--- src/rtl/matmul_pkg.sv ---
// Shared types and sizing helpers for the matmul engine.
package matmul_pkg;

  typedef enum logic [2:0] {IDLE, MAC, DRAIN, WRITE, DONE} state_t;

  // Address/counter width for a given depth, never narrower than one bit.
  function automatic int addr_w(input int depth);
    return (depth > 1) ? $clog2(depth) : 1;
  endfunction

  function automatic int acc_w(input int data_width, input int n);
    return 2 * data_width + $clog2(n);
  endfunction

  function automatic int max2(input int a, input int b);
    return (a > b) ? a : b;
  endfunction

endpackage

--- src/rtl/matmul_sp_ram.sv ---
// Single write port, single synchronous read port RAM; contents are never cleared.
module matmul_sp_ram
  import matmul_pkg::*;
#(
  parameter int W     = 8,
  parameter int DEPTH = 64,
  localparam int AW   = addr_w(DEPTH)
) (
  input  logic          clk,
  input  logic          we,
  input  logic [AW-1:0] waddr,
  input  logic [W-1:0]  wdata,
  input  logic [AW-1:0] raddr,
  output logic [W-1:0]  rdata
);

  logic [W-1:0] mem [DEPTH];

  // Writes past the last word are dropped when DEPTH is not a power of two.
  always_ff @(posedge clk) begin
    if (we && (int'(waddr) < DEPTH)) begin
      mem[waddr] <= wdata;
    end
    rdata <= mem[raddr];
  end

endmodule

--- src/rtl/matmul_engine.sv ---
// Self-sequencing unsigned C = A * B engine with internal A/B/C RAMs.
// Define MATMUL_SAT_EN to saturate read-back results instead of truncating them.
module matmul_engine
  import matmul_pkg::*;
#(
  parameter int DATA_WIDTH = 8,
  parameter int M          = 8,
  parameter int N          = 8,
  parameter int P          = 8,
  localparam int ACC_W     = acc_w(DATA_WIDTH, N),
  localparam int AW        = addr_w(max2(M * N, N * P)),
  localparam int CAW       = addr_w(M * P),
  localparam int SW        = addr_w(ACC_W)
) (
  input  logic                  clk,
  input  logic                  rst,
  input  logic                  ld_valid,
  input  logic                  ld_sel,
  input  logic [AW-1:0]         ld_addr,
  input  logic [DATA_WIDTH-1:0] ld_data,
  output logic                  ld_ready,
  input  logic                  start,
  output logic                  busy,
  output logic                  done,
  input  logic                  rd_en,
  input  logic [CAW-1:0]        rd_addr,
  input  logic [SW-1:0]         shift_cnt,
  output logic [DATA_WIDTH-1:0] rd_data,
  output logic                  rd_valid
);

  localparam int AAW = addr_w(M * N);
  localparam int BAW = addr_w(N * P);
  localparam int IW  = addr_w(M);
  localparam int JW  = addr_w(P);
  localparam int KW  = addr_w(N);

  state_t state, state_nxt;

  logic [IW-1:0]           i;
  logic [JW-1:0]           j;
  logic [KW-1:0]           k;
  logic [AAW-1:0]          a_ptr, a_row;
  logic [BAW-1:0]          b_ptr;
  logic [CAW-1:0]          c_ptr;
  logic [ACC_W-1:0]        acc;
  logic                    prod_vld;
  logic [DATA_WIDTH-1:0]   a_q, b_q;
  logic [ACC_W-1:0]        c_q;
  logic [2*DATA_WIDTH-1:0] product;
  logic [SW-1:0]           shift_q;
  logic [DATA_WIDTH-1:0]   narrowed;
  logic                    last_k, last_elem, a_we, b_we, c_we;

  assign busy      = (state == MAC) || (state == DRAIN) || (state == WRITE);
  assign ld_ready  = !busy;
  assign last_k    = (k == KW'(N - 1));
  assign last_elem = (i == IW'(M - 1)) && (j == JW'(P - 1));
  assign a_we      = ld_valid && !busy && !ld_sel && (int'(ld_addr) < M * N);
  assign b_we      = ld_valid && !busy &&  ld_sel && (int'(ld_addr) < N * P);
  assign c_we      = (state == WRITE);
  assign product   = {{DATA_WIDTH{1'b0}}, a_q} * {{DATA_WIDTH{1'b0}}, b_q};

  matmul_sp_ram #(.W(DATA_WIDTH), .DEPTH(M * N)) u_ram_a (
    .clk(clk), .we(a_we), .waddr(ld_addr[AAW-1:0]), .wdata(ld_data),
    .raddr(a_ptr), .rdata(a_q)
  );

  matmul_sp_ram #(.W(DATA_WIDTH), .DEPTH(N * P)) u_ram_b (
    .clk(clk), .we(b_we), .waddr(ld_addr[BAW-1:0]), .wdata(ld_data),
    .raddr(b_ptr), .rdata(b_q)
  );

  matmul_sp_ram #(.W(ACC_W), .DEPTH(M * P)) u_ram_c (
    .clk(clk), .we(c_we), .waddr(c_ptr), .wdata(acc),
    .raddr(rd_addr), .rdata(c_q)
  );

  always_ff @(posedge clk) begin
    if (rst) state <= IDLE;
    else     state <= state_nxt;
  end

  always_comb begin
    state_nxt = state;
    case (state)
      IDLE:    if (start) state_nxt = MAC;
      MAC:     if (last_k) state_nxt = DRAIN;
      DRAIN:   state_nxt = WRITE;
      WRITE:   state_nxt = last_elem ? DONE : MAC;
      DONE:    state_nxt = IDLE;
      default: state_nxt = IDLE;
    endcase
  end

  // Pointers walk A along a row and B down a column; the RAM read issued in
  // MAC lands a cycle later, hence the delayed prod_vld. done is registered
  // off the DONE state so it appears in the cycle after DONE.
  always_ff @(posedge clk) begin
    if (rst) begin
      i        <= '0;
      j        <= '0;
      k        <= '0;
      a_ptr    <= '0;
      a_row    <= '0;
      b_ptr    <= '0;
      c_ptr    <= '0;
      acc      <= '0;
      prod_vld <= 1'b0;
      done     <= 1'b0;
    end else begin
      done     <= (state == DONE);
      prod_vld <= (state == MAC);
      if (prod_vld) acc <= acc + ACC_W'(product);
      case (state)
        IDLE: begin
          if (start) begin
            i     <= '0;
            j     <= '0;
            k     <= '0;
            a_ptr <= '0;
            a_row <= '0;
            b_ptr <= '0;
            c_ptr <= '0;
            acc   <= '0;
          end
        end
        MAC: begin
          a_ptr <= a_ptr + AAW'(1);
          b_ptr <= b_ptr + BAW'(P);
          k     <= k + KW'(1);
        end
        WRITE: begin
          acc   <= '0;
          k     <= '0;
          c_ptr <= c_ptr + CAW'(1);
          if (j == JW'(P - 1)) begin
            j     <= '0;
            i     <= i + IW'(1);
            a_row <= a_ptr;
            b_ptr <= '0;
          end else begin
            j     <= j + JW'(1);
            a_ptr <= a_row;
            b_ptr <= BAW'(j) + BAW'(1);
          end
        end
        default: ;
      endcase
    end
  end

  always_ff @(posedge clk) begin
    if (rst) begin
      rd_valid <= 1'b0;
      shift_q  <= '0;
    end else begin
      rd_valid <= rd_en;
      if (rd_en) shift_q <= shift_cnt;
    end
  end

`ifdef MATMUL_SAT_EN
  logic [ACC_W-1:0] shifted;
  assign shifted  = c_q >> shift_q;
  assign narrowed = (|shifted[ACC_W-1:DATA_WIDTH]) ? '1 : shifted[DATA_WIDTH-1:0];
`else
  assign narrowed = DATA_WIDTH'(c_q >> shift_q);
`endif

  assign rd_data = rd_valid ? narrowed : '0;

endmodule

--- config.mk ---
export PLATFORM = sky130hd
export DESIGN_NAME = matmul_engine
export DESIGN_NICKNAME = d
export VERILOG_FILES = /design/src/rtl/matmul_pkg.sv /design/src/rtl/matmul_sp_ram.sv /design/src/rtl/matmul_engine.sv
export SDC_FILE = /design/constraint.sdc
export NUM_CORES = 2
export LEC_CHECK = 0
export ABC_AREA = 1
export BUFFER_PORTS_ARGS = -buffer_cell sky130_fd_sc_hd__buf_2
export CAP_MARGIN = 10
export CORE_ASPECT_RATIO = 0.6
export CORE_MARGIN = 3
export CORE_UTILIZATION = 28
export CTS_BUF_LIST = sky130_fd_sc_hd__clkbuf_8 sky130_fd_sc_hd__clkbuf_16
export DETAILED_ROUTE_END_ITERATION = 12
export GPL_TIMING_DRIVEN = 1
export PLACE_DENSITY = 0.43
export SLEW_MARGIN = 0
export SYNTH_ARGS = -nofsm -noshare
export SYNTH_HDL_FRONTEND = slang
export SYNTH_SLANG_ARGS = --single-unit
--- constraint.sdc ---
create_clock -name clk -period 11.35 [get_ports clk]
set_clock_uncertainty 0.1 [all_clocks]
set_input_delay 2.27 -clock clk [delete_from_list [all_inputs] [get_ports clk]]
set_output_delay 2.27 -clock clk [all_outputs]
set_load 0.03 [all_outputs]
; Word-level counts from Yosys, hierarchy flattened
; Memory sizes are Yosys's and may differ from the RTL's. A register that Yosys moved wholly into a read port is not among the register bits.
; Cells that the tools add are included.
[word_totals]
regBits = 63
ram_bits = 2240
in_bits = 31
out_inout_bits = 12
elab_cells = 78
n_memories = 3
[mem_list]
columns = memory, depth, width, read_ports, rd_ports_with_merged_regs, write_ports, line
row1 = u_ram_c.mem, 64, 19, 1, 1, 1, matmul_sp_ram.sv:17  ; logic [W-1:0] mem [DEPTH];
row2 = u_ram_a.mem, 64, 8, 1, 1, 1, matmul_sp_ram.sv:17
row3 = u_ram_b.mem, 64, 8, 1, 1, 1, matmul_sp_ram.sv:17
[classes]
addsub = 8
multipliers = 1
eq_ne = 10
n_shift = 1
mux = 27
n_reduce_logical = 15
[ops]
columns = cell, count
row1 = 2-to-1 mux 19 bit, 2
row2 = case mux 19 bit (2 select lines), 1
row3 = case mux 6 bit (3 select lines), 2
row4 = case mux 6 bit (2 select lines), 2
row5 = adder 19 x 16 -> 19 bit, 1
row6 = >> shifter 19 x 5 -> 8 bit, 1
row7 = 2-to-1 mux 3 bit, 6
row8 = multiplier 8 x 8 -> 16 bit, 1
row9 = "adder 6 x 1 -> 6 bit, second input constant", 2
row10 = "equality test 3 bit, second input constant", 4
row11 = 2-to-1 mux 6 bit, 2
row12 = case mux 3 bit (2 select lines), 2
row13 = case mux 3 bit (4 select lines), 1
row14 = "adder 3 x 1 -> 3 bit, second input constant", 3
row15 = case mux 3 bit (3 select lines), 1
row16 = 2-to-1 mux 8 bit, 1
row17 = "adder 6 x 4 -> 6 bit, second input constant", 1
row18 = "equality test 3 x 2 -> 1 bit, second input constant", 2
row19 = 2-to-1 mux 1 bit, 6
row20 = AND reduction 2 bit, 3
row21 = "adder 3 x 1 -> 4 bit, second input constant", 1
row22 = logical AND 1 bit, 4
row23 = 2-to-1 mux 4 bit, 1
row24 = "inequality test 2 bit, second input constant", 2
row25 = 8 further kinds, 10

; Longest topological paths before layout
[logic_depth]
word_depth = 8
ltp_mapped = 22
ltp_nobuf = 21

; Modules after synthesis
; Synthesis repeated with hierarchy kept, for this count alone.
[unflattened]
hier_cells = 8743
hier_area_um2 = 98643.4
[by_module_without_submodules]
columns = module, n_inst, cells_each, area_each_um2, seq_area_each_um2
row1 = matmul_sp_ram at u_ram_c, 1, 4159, 49595.1, 36895.4
row2 = matmul_sp_ram at u_ram_a ..., 2, 1805, 21339.2, 15534.9
row3 = matmul_engine, 1, 974, 6369.9, 1261.2

; Least setup slack after synthesis
; Ideal clock, no wire load.
[synth_path]
path_type = register to register
start = register acc[6]
end = register acc[7]
setup_time_ns = 0.062
arrival_ns = 4.463
required_ns = 11.188
setup_slack_ns = 6.726
path_stages_with_launch = 18
path_buffers = 0
synth_period_minus_slack_ns = 4.624
path_cell_list = dfxtp_1 -> inv_1 -> fa_1 -> inv_1 -> fa_1 -> inv_1 -> fa_1 -> fa_1 -> inv_1 -> ha_1 -> inv_1 -> nand2_1 -> and2_1 -> inv_1 -> or2_2 -> nand3_1 -> o211ai_1 -> inv_1
[synth_via]
elab_chain_cells = 4
[synth_lines]
columns = element, line
row1 = "start, declared", matmul_engine.sv:46  ; logic [ACC_W-1:0] acc;
row2 = "start signal, assigned", matmul_engine.sv:114  ; if (prod_vld) acc <= acc + ACC_W'(product);
row3 = adder 19 x 16 -> 19 bit (*), matmul_engine.sv:114
row4 = 2-to-1 mux 19 bit (*), matmul_engine.sv:114
row5 = 2-to-1 mux 19 bit, matmul_engine.sv:117  ; if (start) begin
row6 = case mux 19 bit (2 select lines) (*), matmul_engine.sv:115  ; case (state)
; Mark *: on every way between the ends. The rest lies on a longest branch, timed or not.
; A chain may end at the register's enable or synchronous reset.

==> key figures <==
Placement
  • GPL Wtd Cong: 0.8193
  • DP Worst Slack: around 4400 ps
  • Hpwl dp: 190900 µm
  • DP Area: 103000 µm²
  • Port Buf Inserts: 42

Layout
  • Leading cell types in the layout, fill and taps excluded: nand2_1, edfxtp_1, nand3_1
  • Fraction of layout cells with a size suffix above 1: 7.048%
  • Multi-input gate area: between 20000 and 30000 µm²
  • Layout area overhead: 12.53%
  • Post-route cell area: 110400 µm²
  • Nets@finish: ~8800
  • Commonest non-fill, non-tap cell in the layout: nand2_1
  • Fill cells: 34987
  • Sequential Area: 69280 µm²

STA
  • Final worst slack: 5002 ps
  • Fin crit share: between 50% and 60%
  • Fmax: 157.5 MHz
  • Slew margin rel.: 14.47%
  • RSZ-0062 raised after global routing: false
  • Fin. Hold Viols: 0
  • Final setup viols: 0
  • Setup TNS: 0 ps
  • Fin. max-slew vios: 0
  • Worst-Margin Slew: between 1000 and 1500 ps
  • Minimum clock period after layout: ~6300 ps

Synthesis
  • Cell count after synthesis: 8779
  • Post-synth cell types: 37
  • Post-Syn Nets: slightly below 9000
  • Avg Cell Area, Syn: approximately 11 µm²
  • Ys async rst share: 0%
  • Synth top area share: 68.56%
  • EDFF count, synth: between 2000 and 2500
  • Synth Warn #: 0
  • Syn Std Cell Area: approximately 100000 µm²
  • Yosys reg bits: between 2000 and 2500
  • Top FF cell, synth: edfxtp_1
  • Top area cells in the synthesized netlist: edfxtp_1, nand2_1, nand3_1, dfxtp_1, buf_2
  • Synth area leader: edfxtp_1
  • Sequential area share after synthesis: just over 70%

Power
  • Total power: 19.77 mW
  • Leakage power: 39.79 nW
  • Max VDD drop: 164.2 µV
  • PwrDens: approximately 180 nW/µm²

Worst setup path
  • Max incr delay on CP: 980 ps
  • WS Path Type: in2reg
  • Cell type group with the largest total delay on the critical path: buffers and inverters
  • Worst r2r src: acc[7]
  • RR Endpoint: acc[13]
  • FF-to-FF setup slack: 6570 ps
  • Slowest-stage cell, CP: buf_4
  • Crit-path cells: buf_8 -> inv_16 -> buf_4 -> buf_4 -> nand2_1 -> nand3_1 -> nand3_1 -> nand2_1 -> nand2_1 -> nand3_1 -> nand3_1 -> nand2_1
  • CP Launch Point: rd_addr[0]
  • CP max FO: 197
  • Critical Path End Type: register
  • Startpoint types: input port
  • FF-to-FF path depth: 17
  • Critical Path AT: around 7100 ps
  • CP required: 12130 ps
  • Buf/Inv on CP: 4

Drt
  • Vias: 65600
  • 1st-iter DRT viols: 7495
  • Routed WL: 323000 µm
  • Vias/cell: ~4.9
  • Drt pass-1 iters: 6
  • Antenna Violating Nets Remaining: 0
  • Post-DR wirelength/cell: 23.91 µm
  • DRC violations left: 0

Clock tree
  • CTS Hold Bufs: 0
  • Num Clock Sinks: 2338
  • Clk_lat worst skew: 930 ps
  • Num CTS Buffers: about 230
  • Post-CTS resize count: 0
  • Clk buf depth: 4
  • Total setup buffers inserted after CTS: 0
  • Clk slew on worst S/H paths: 60 ps
  • CTS tree: yes
  • H-tree Lvls: 4
  • CTS root buffer: clkbuf_16

Worst hold path
  • Hold_sp: a_row[0]
  • Hold WC Path Type: reg2reg
  • Hold depth: 2
  • Hold path endpoint: a_row[0]

Floorplanning
  • Die Ht: 464.5 µm
  • Num ports: 43
  • Die ar.: 357800 µm²
  • Initial Utilization: 28.28%
  • Die W: between 700 and 800 µm
  • Core footprint: roughly 350000 µm²
  • # rows: 167

Status
  • Status: finished, final reports clean

Global route
  • Vias in the first global route: between 60000 and 70000
  • First-pass GRT wire length: between 400000 and 500000 µm
  • Initial antenna violation count: 25
  • Total Routing Usage GR: 17.57%
  • Grt total ovfl: 0
  • Largest net degree at the start of global routing: 198

Job
  • Max Cap Viol: 0
## worst max path at each step
stage	end	slack [ps]	depth (start not counted)
5_1_grt	u_ram_c.rdata[16]	4940	12
3_5_place_dp	u_ram_c.rdata[15]	4360	12
6_report	u_ram_c.rdata[0]	5000	12
2_1_floorplan	acc[7]	6730	17
4_1_cts	u_ram_c.rdata[15]	5420	12
3_3_place_gp	u_ram_c.rdata[15]	4370	12
## sequential cells by signal (all words and copies together), names as in the netlist
register       count
a_ptr              6
a_row              6
acc               19
b_ptr              6
c_ptr              6
done               1
i                  3
j                  3
k                  3
prod_vld           1
rd_valid           1
shift_q            5
state              3
u_ram_a.mem      512
u_ram_a.rdata      8
u_ram_b.mem      512
u_ram_b.rdata      8
u_ram_c.mem     1216
u_ram_c.rdata     19
## logic make-up (layout without fill, tap and decap cells)
kind of cell	Yosys count	after routing	synth area share [%]
compound gates	116	116	0.6581
xor+xnor	1	1	0.008929
fa+ha+maj	100	100	1.658
buf+inv	788	862	3.712
flops	2338	2338	70.56
other cells	0	9	0
simple gates	5436	5436	23.40
## power breakdown
part	internal (mW)	switching (mW)
clock	4.09	3.44
combinational	0.726	1.87
sequential	9.53	0.103
total	14.3	5.42
## cells in the mapped netlist, types with 40 or more instances
library cell and count:
inv_1 236, clkbuf_1 126, nand2_1 3184, o21ai_0 45, a21oi_1 40, nor2_1 247
edfxtp_1 2240, dfxtp_1 98, buf_2 269, nand3_1 1955, buf_1 60, fa_1 50
buf_4 68, ha_1 50
## stage by stage
step           std cells  hold slack [ps]  util, %
6_report           13509            363.2    31.83
3_5_place_dp       13065            358.3    29.71
5_1_grt            13502            386.9    31.82
2_1_floorplan       8779            329.0        -
3_3_place_gp       13064            346.8    29.70
4_1_cts            13495            367.9    31.79
## final cells by class
cell class	instances	share of cell area [%]
timing repair buffer	179	1.291
antenna	9	0.02040
tap	4647	5.266
sequential	2338	62.75
clock inverter	189	1.151
clock buffer	241	5.411
inverter	253	0.9044
multi-input combinational	5653	23.21
## routing by layer
layer	vias up	global-route usage (%)	wire length, µm
li1	30112	-	-
met1	32736	28.08	160600
met2	2378	22.39	120800
met3	368	5.951	35640
met4	6	3.205	5605
met5	-	0.6551	363
## tightest hold or removal path, delay by kind of cell (launching register included)
| family | cells | cell delay [ps] |
|---|---|---|
| AO/OA/AOI/OAI | 1 | 50 |
| flip-flops | 1 | 310 |
| AND/OR/NAND/NOR | 1 | 60 |
Note: power is estimated with default switching activity, not from simulation.
